File: src/rtl/triumph_imem_if.sv
// Bus bundle between triumph_imem, the core's fetch stage and the program-load source.
interface triumph_imem_if #(
    parameter int AW = 5
);
    logic [31:0] instr_addr_i;
    logic [31:0] instr_rdata_o;
    logic        ld_start_i;
    logic        ld_valid_i;
    logic [7:0]  ld_data_i;
    logic        ld_last_i;
    logic        ld_ready_o;
    logic [AW:0] ld_words_o;
    logic [7:0]  ld_csum_o;
    logic        core_hold_o;

    modport slave (
        input  instr_addr_i, ld_start_i, ld_valid_i, ld_data_i, ld_last_i,
        output instr_rdata_o, ld_ready_o, ld_words_o, ld_csum_o, core_hold_o
    );

    modport master (
        output instr_addr_i, ld_start_i, ld_valid_i, ld_data_i, ld_last_i,
        input  instr_rdata_o, ld_ready_o, ld_words_o, ld_csum_o, core_hold_o
    );
endinterface

File: src/rtl/triumph_imem.sv
// Triumph instruction memory: zero-latency fetch port plus byte-serial program loader.
// Optional TRIUMPH_IMEM_CHECKSUM_EN adds a modulo-256 sum of loaded bytes on ld_csum_o.
module triumph_imem #(
    parameter int DEPTH = 32,
    parameter int AW    = 5
) (
    input  logic          clk_i,
    input  logic          rst_i,
    triumph_imem_if.slave bus
);
    typedef enum logic [1:0] {IDLE, LOAD, RUN} state_e;

    localparam logic [AW:0] LAST_WORD = (AW+1)'(DEPTH - 1);

    state_e      state_q, state_d;
    logic [AW:0] words_q, words_d;
    logic [1:0]  bcnt_q, bcnt_d;
    logic [23:0] buf_q, buf_d;
    logic [31:0] mem [DEPTH];

    logic        accept;
    logic        wr_en;
    logic [31:0] merged;

    assign bus.ld_ready_o = (state_q == LOAD) & ~bus.ld_start_i;
    assign accept         = bus.ld_valid_i & bus.ld_ready_o;
    assign wr_en          = accept & ((bcnt_q == 2'd3) | bus.ld_last_i);
    // Unfilled bytes of buf_q are always zero, so a short final word is zero-padded for free.
    assign merged         = {8'h00, buf_q} | (32'(bus.ld_data_i) << {bcnt_q, 3'b000});

    always_comb begin
        state_d = state_q;
        words_d = words_q;
        bcnt_d  = bcnt_q;
        buf_d   = buf_q;
        if (bus.ld_start_i) begin
            state_d = LOAD;
            words_d = '0;
            bcnt_d  = '0;
            buf_d   = '0;
        end else if (accept) begin
            bcnt_d = wr_en ? 2'd0 : bcnt_q + 2'd1;
            buf_d  = wr_en ? 24'h0 : merged[23:0];
            if (wr_en) begin
                words_d = words_q + 1'b1;
                if (bus.ld_last_i || words_q == LAST_WORD) begin
                    state_d = RUN;
                end
            end
        end
    end

    always_ff @(posedge clk_i or posedge rst_i) begin
        if (rst_i) begin
            state_q <= IDLE;
            words_q <= '0;
            bcnt_q  <= '0;
            buf_q   <= '0;
        end else begin
            state_q <= state_d;
            words_q <= words_d;
            bcnt_q  <= bcnt_d;
            buf_q   <= buf_d;
        end
    end

    always_ff @(posedge clk_i) begin
        if (wr_en) begin
            mem[words_q[AW-1:0]] <= merged;
        end
    end

    assign bus.instr_rdata_o = (state_q == RUN && bus.instr_addr_i < 32'(DEPTH))
                               ? mem[bus.instr_addr_i[AW-1:0]] : 32'h0;
    assign bus.core_hold_o   = (state_q != RUN);
    assign bus.ld_words_o    = words_q;

`ifdef TRIUMPH_IMEM_CHECKSUM_EN
    logic [7:0] csum_q, csum_d;

    always_comb begin
        csum_d = csum_q;
        if (bus.ld_start_i) begin
            csum_d = '0;
        end else if (accept) begin
            csum_d = csum_q + bus.ld_data_i;
        end
    end

    always_ff @(posedge clk_i or posedge rst_i) begin
        if (rst_i) begin
            csum_q <= '0;
        end else begin
            csum_q <= csum_d;
        end
    end

    assign bus.ld_csum_o = csum_q;
`else
    assign bus.ld_csum_o = 8'h00;
`endif
endmodule

File: src/flat_wrapper.sv
// flat-port wrapper written by rule: the top's interface ports become plain ports
module triumph_imem_flat 
#(
    parameter int DEPTH = 32,
    parameter int AW    = 5
)
  (clk_i, rst_i, bus_instr_addr_i, bus_ld_start_i, bus_ld_valid_i, bus_ld_data_i, bus_ld_last_i, bus_instr_rdata_o, bus_ld_ready_o, bus_ld_words_o, bus_ld_csum_o, bus_core_hold_o);
  triumph_imem_if #(.AW(AW)) bus_i ();
  input  logic clk_i;
  input  logic rst_i;
  input wire logic [$bits(bus_i.instr_addr_i)-1:0] bus_instr_addr_i;
  input wire logic [$bits(bus_i.ld_start_i)-1:0] bus_ld_start_i;
  input wire logic [$bits(bus_i.ld_valid_i)-1:0] bus_ld_valid_i;
  input wire logic [$bits(bus_i.ld_data_i)-1:0] bus_ld_data_i;
  input wire logic [$bits(bus_i.ld_last_i)-1:0] bus_ld_last_i;
  output wire logic [$bits(bus_i.instr_rdata_o)-1:0] bus_instr_rdata_o;
  output wire logic [$bits(bus_i.ld_ready_o)-1:0] bus_ld_ready_o;
  output wire logic [$bits(bus_i.ld_words_o)-1:0] bus_ld_words_o;
  output wire logic [$bits(bus_i.ld_csum_o)-1:0] bus_ld_csum_o;
  output wire logic [$bits(bus_i.core_hold_o)-1:0] bus_core_hold_o;
  assign bus_i.instr_addr_i = bus_instr_addr_i;
  assign bus_i.ld_start_i = bus_ld_start_i;
  assign bus_i.ld_valid_i = bus_ld_valid_i;
  assign bus_i.ld_data_i = bus_ld_data_i;
  assign bus_i.ld_last_i = bus_ld_last_i;
  assign bus_instr_rdata_o = bus_i.instr_rdata_o;
  assign bus_ld_ready_o = bus_i.ld_ready_o;
  assign bus_ld_words_o = bus_i.ld_words_o;
  assign bus_ld_csum_o = bus_i.ld_csum_o;
  assign bus_core_hold_o = bus_i.core_hold_o;
  triumph_imem #(.DEPTH(DEPTH), .AW(AW)) u_core (.clk_i(clk_i), .rst_i(rst_i), .bus(bus_i));
endmodule
File: config.mk
export PLATFORM = sky130hd
export DESIGN_NAME = triumph_imem_flat
export DESIGN_NICKNAME = d
export VERILOG_FILES = /design/src/rtl/triumph_imem_if.sv /design/src/rtl/triumph_imem.sv /design/src/flat_wrapper.sv
export SDC_FILE = /design/constraint.sdc
export NUM_CORES = 1
export LEC_CHECK = 0
export BUFFER_PORTS_ARGS = -buffer_cell sky130_fd_sc_hd__buf_2
export CORE_ASPECT_RATIO = 0.6
export CORE_UTILIZATION = 57
export DETAILED_ROUTE_END_ITERATION = 10
export GPL_TIMING_DRIVEN = 0
export HOLD_SLACK_MARGIN = 0.12
export PLACE_DENSITY = 0.79
export SKIP_CTS_REPAIR_TIMING = 1
export SLEW_MARGIN = 20
export SYNTH_ARGS = -nofsm -noshare
export SYNTH_HDL_FRONTEND = slang
export SYNTH_SLANG_ARGS = --single-unit
File: constraint.sdc
create_clock -name clk_i -period 7.1 [get_ports clk_i]
set_input_delay 1.42 -clock clk_i [delete_from_list [all_inputs] [get_ports clk_i]]
set_output_delay 1.42 -clock clk_i [all_outputs]
set_load 0.03 [all_outputs]
==> flow_metrics.tcl <==
set metrics [dict create \
    yosysUniqueCellTypes 52 \
    netlist_area_um2 42300 \
    p_leak_nw 17.3 \
    p_per_area_nw_per_um2 258 \
    irDropWorstVdd_uv 186 \
    synth_area_per_cell_um2 18.5 \
    startpoint_type "input pin" \
    netlist.area_leader.share 0.727 \
    area_growth_pct 13.3 \
    tns_ns 0 \
    cpMostUsedCell "buf_2" \
    async_flop_share 0.0321 \
    netlist_top_cells_area "edfxtp_1 73%, mux2i_1 12%, a221oi_2 2.1%" \
    layout_common_cells "1024 x edfxtp_1, 505 x mux2i_1, 111 x buf_2, 97 x a22o_1, 91 x clkbuf_16" \
    ys_seq_area_frac 0.747 \
    grt_pass1_vias 23280 \
    dieHeight_um 213 \
    setup_viol 0 \
    hold_depth 1 \
    cts_max_path_buffers 3 \
    dieArea_um2 75300 \
    ant_nets 0 \
    grt_usage 0.298 \
    cp.arrival_ns 4.29 \
    rsz0062_at_grt "false" \
    worst-path-max-fanout 10 \
    cts_tree "yes" \
    worst_path_max_delay_cell "nor3_1" \
    switching_power_w 0.00268 \
    io_buffers 81 \
    h-tree-depth 3 \
    path_clk_slew_ns 0.07 \
    maxCapViolCount 0 \
    period_minus_slack_ns 5.71 \
    synth_edf_count 1024 \
    antenna_found_initial 1 \
    p_sw_frac 0.216 \
    grt_pass1_wl_mm 159 \
    fmax_ghz 0.175 \
    cp-end-kind "output pin" \
    ys.flop_type "edfxtp_1" \
    skew_ns 0.0209 \
    syn-instance-count 2289 \
    die_w_um 354 \
    hold_violations 0 \
    slew_viol_final 0 \
    cts_buffers 87 \
    wl_per_cell_um 31.5 \
    routed-via-count 23840 \
    worst_slew_pin_slew_ns 1.16 \
    dp_hpwl_mm 74.5 \
    cts-root-buf "clkbuf_16" \
    outcome "finished, final reports clean" \
    critPathMaxStageDelay_ns 0.78 \
    clkPwrFrac 0.391 \
    path_cells "buf_2 -> buf_4 -> nor2_4 -> buf_2 -> clkbuf_1 -> a22oi_1 -> a21oi_1 -> nor3_1 -> buf_2" \
    cts_sinks 1058 \
    clk_latency_ns 0.67 \
    power_w 0.0124 \
    first_iter_violations 3568 \
    overflow 0 \
    nets 2553 \
    grt_max_degree 35 \
    wirelength_mm 112 \
    routed_via_density 6.72 \
    routabilityCongestion 0.889 \
    worstPathRequired_ns 5.68 \
    critical_path_depth 9 \
    critical_path_class "in -> out" \
    reg2regPathDepth 6 \
    crit_family "buffers and inverters" \
    min_path_type "reg -> reg" \
    p_int_w 0.00971 \
    drive_gt1_frac 0.192 \
    io-pin-count 93 \
    yosys_warnings 0 \
    rows 76 \
    path_buf_inv 5 \
    coreArea_um2 72600 \
    synth-seq-cells 1058 \
    power_frac_comb 0.055 \
    drtPass1Iterations 6 \
    diodes 0 \
    slew_headroom 0.225 \
    pwr-share-seq 0.554 \
    final_common_cell "edfxtp_1" \
    start_util 0.583 \
    yosysTopAreaCell "edfxtp_1" \
    finalCritPeriodShare 0.805 \
    drc 0 \
]
through the flow:
stage | instances | hold WS [ns] | setup WS [ns] | instance area, um2 | utilization
after global placement | 3352 | 0.489 | 1.05 | 43900 | 0.606
after detailed placement | 3389 | 0.506 | 1.65 | 45100 | 0.621
final | 3550 | 0.540 | 1.39 | 47900 | 0.660
after CTS | 3550 | 0.529 | 1.65 | 47900 | 0.660
after floorplan | 2296 | 0.475 | 2.51 | 42300 | -
after global routing | 3550 | 0.544 | 1.35 | 47900 | 0.660
synth_stat cells (4+ instances only):
cell type	n
a21boi_0	21
a21o_1	25
a21oi_1	34
a221oi_1	33
a221oi_2	60
a22o_1	97
a22oi_1	63
and3_1	9
buf_1	11
buf_12	8
buf_2	30
buf_4	32
buf_6	30
clkbuf_1	37
dfrtp_1	34
edfxtp_1	1024
ha_1	5
inv_1	5
mux2i_1	505
mux4_2	4
nand2_1	33
nand4_1	5
nor2_1	41
nor2b_1	4
nor3_1	12
nor3_2	21
nor4_1	5
o21ai_0	8
o21ai_1	25
o22ai_1	31
xor2_1	5
power groups by stage:
stage	clock, W	sequential [W]	combinational [W]
detailed placement	0	0.00699	0.000658
global route	0.00509	0.00685	0.000707
finish	0.00484	0.00686	0.000686
CTS	0.00484	0.00686	0.000663
global placement	0	0.00699	0.000628
floorplan	0	0.00699	0.000426
state kept, by name, indices dropped and copies added, names as in the netlist:
register               count
u_core.buf_q              24
u_core.mem              1024
u_core.bcnt_q              2
u_core.bus.ld_words_o      6
u_core.state_q             2
final timing paths:
path,startpoint,endpoint,slack [ns]
worst max register to register,u_core.state_q[1],u_core.mem[8][31],3.72
worst min-delay path,u_core.state_q[0],u_core.state_q[0],0.54
worst max-delay path,bus_instr_addr_i[0],bus_instr_rdata_o[5],1.39
worst min register to register,u_core.state_q[0],u_core.state_q[0],0.54
max in group asynchronous,rst_i,u_core.buf_q[22],5.74
min in group asynchronous,rst_i,u_core.buf_q[18],0.89
cell families (layout without fill, tap and decap cells):
kind of cell,after synthesis,after routing,share of synthesized area
buf+inv,157,436,0.0266
other cells,1,8,0.0000887
compound gates,400,400,0.0808
flops,1058,1058,0.747
mux,510,510,0.122
fa+ha+maj,5,5,0.00148
xor+xnor,6,6,0.00124
simple gates,152,152,0.0207
routing by layer:
| layer | track usage | share of wire |
|---|---|---|
| met1 | 0.442 | 0.40 |
| met2 | 0.415 | 0.42 |
| met3 | 0.0997 | 0.16 |
| met4 | 0.0911 | 0.029 |
| met5 | 0.0161 | 0.0015 |
final cells by class:
| class | count | area [um2] |
|---|---|---|
| tap | 975 | 1220 |
| clock buffer | 107 | 2340 |
| clock inverter | 54 | 469 |
| fill | 4575 | 24600 |
| inverter | 5 | 18.8 |
| sequential | 1058 | 31600 |
| buffer | 152 | 1110 |
| timing repair buffer | 118 | 1300 |
| multi-input combinational | 1081 | 9860 |
worst register-to-register path: stages (launching register included):
cell	delay, ns
dfrtp_1	0.41
nand4bb_1	0.28
nor2_1	0.20
buf_1	0.41
nand2_1	0.64
nor2_4	0.88
buf_16	0.25
Power figures use the tool's default switching activity.
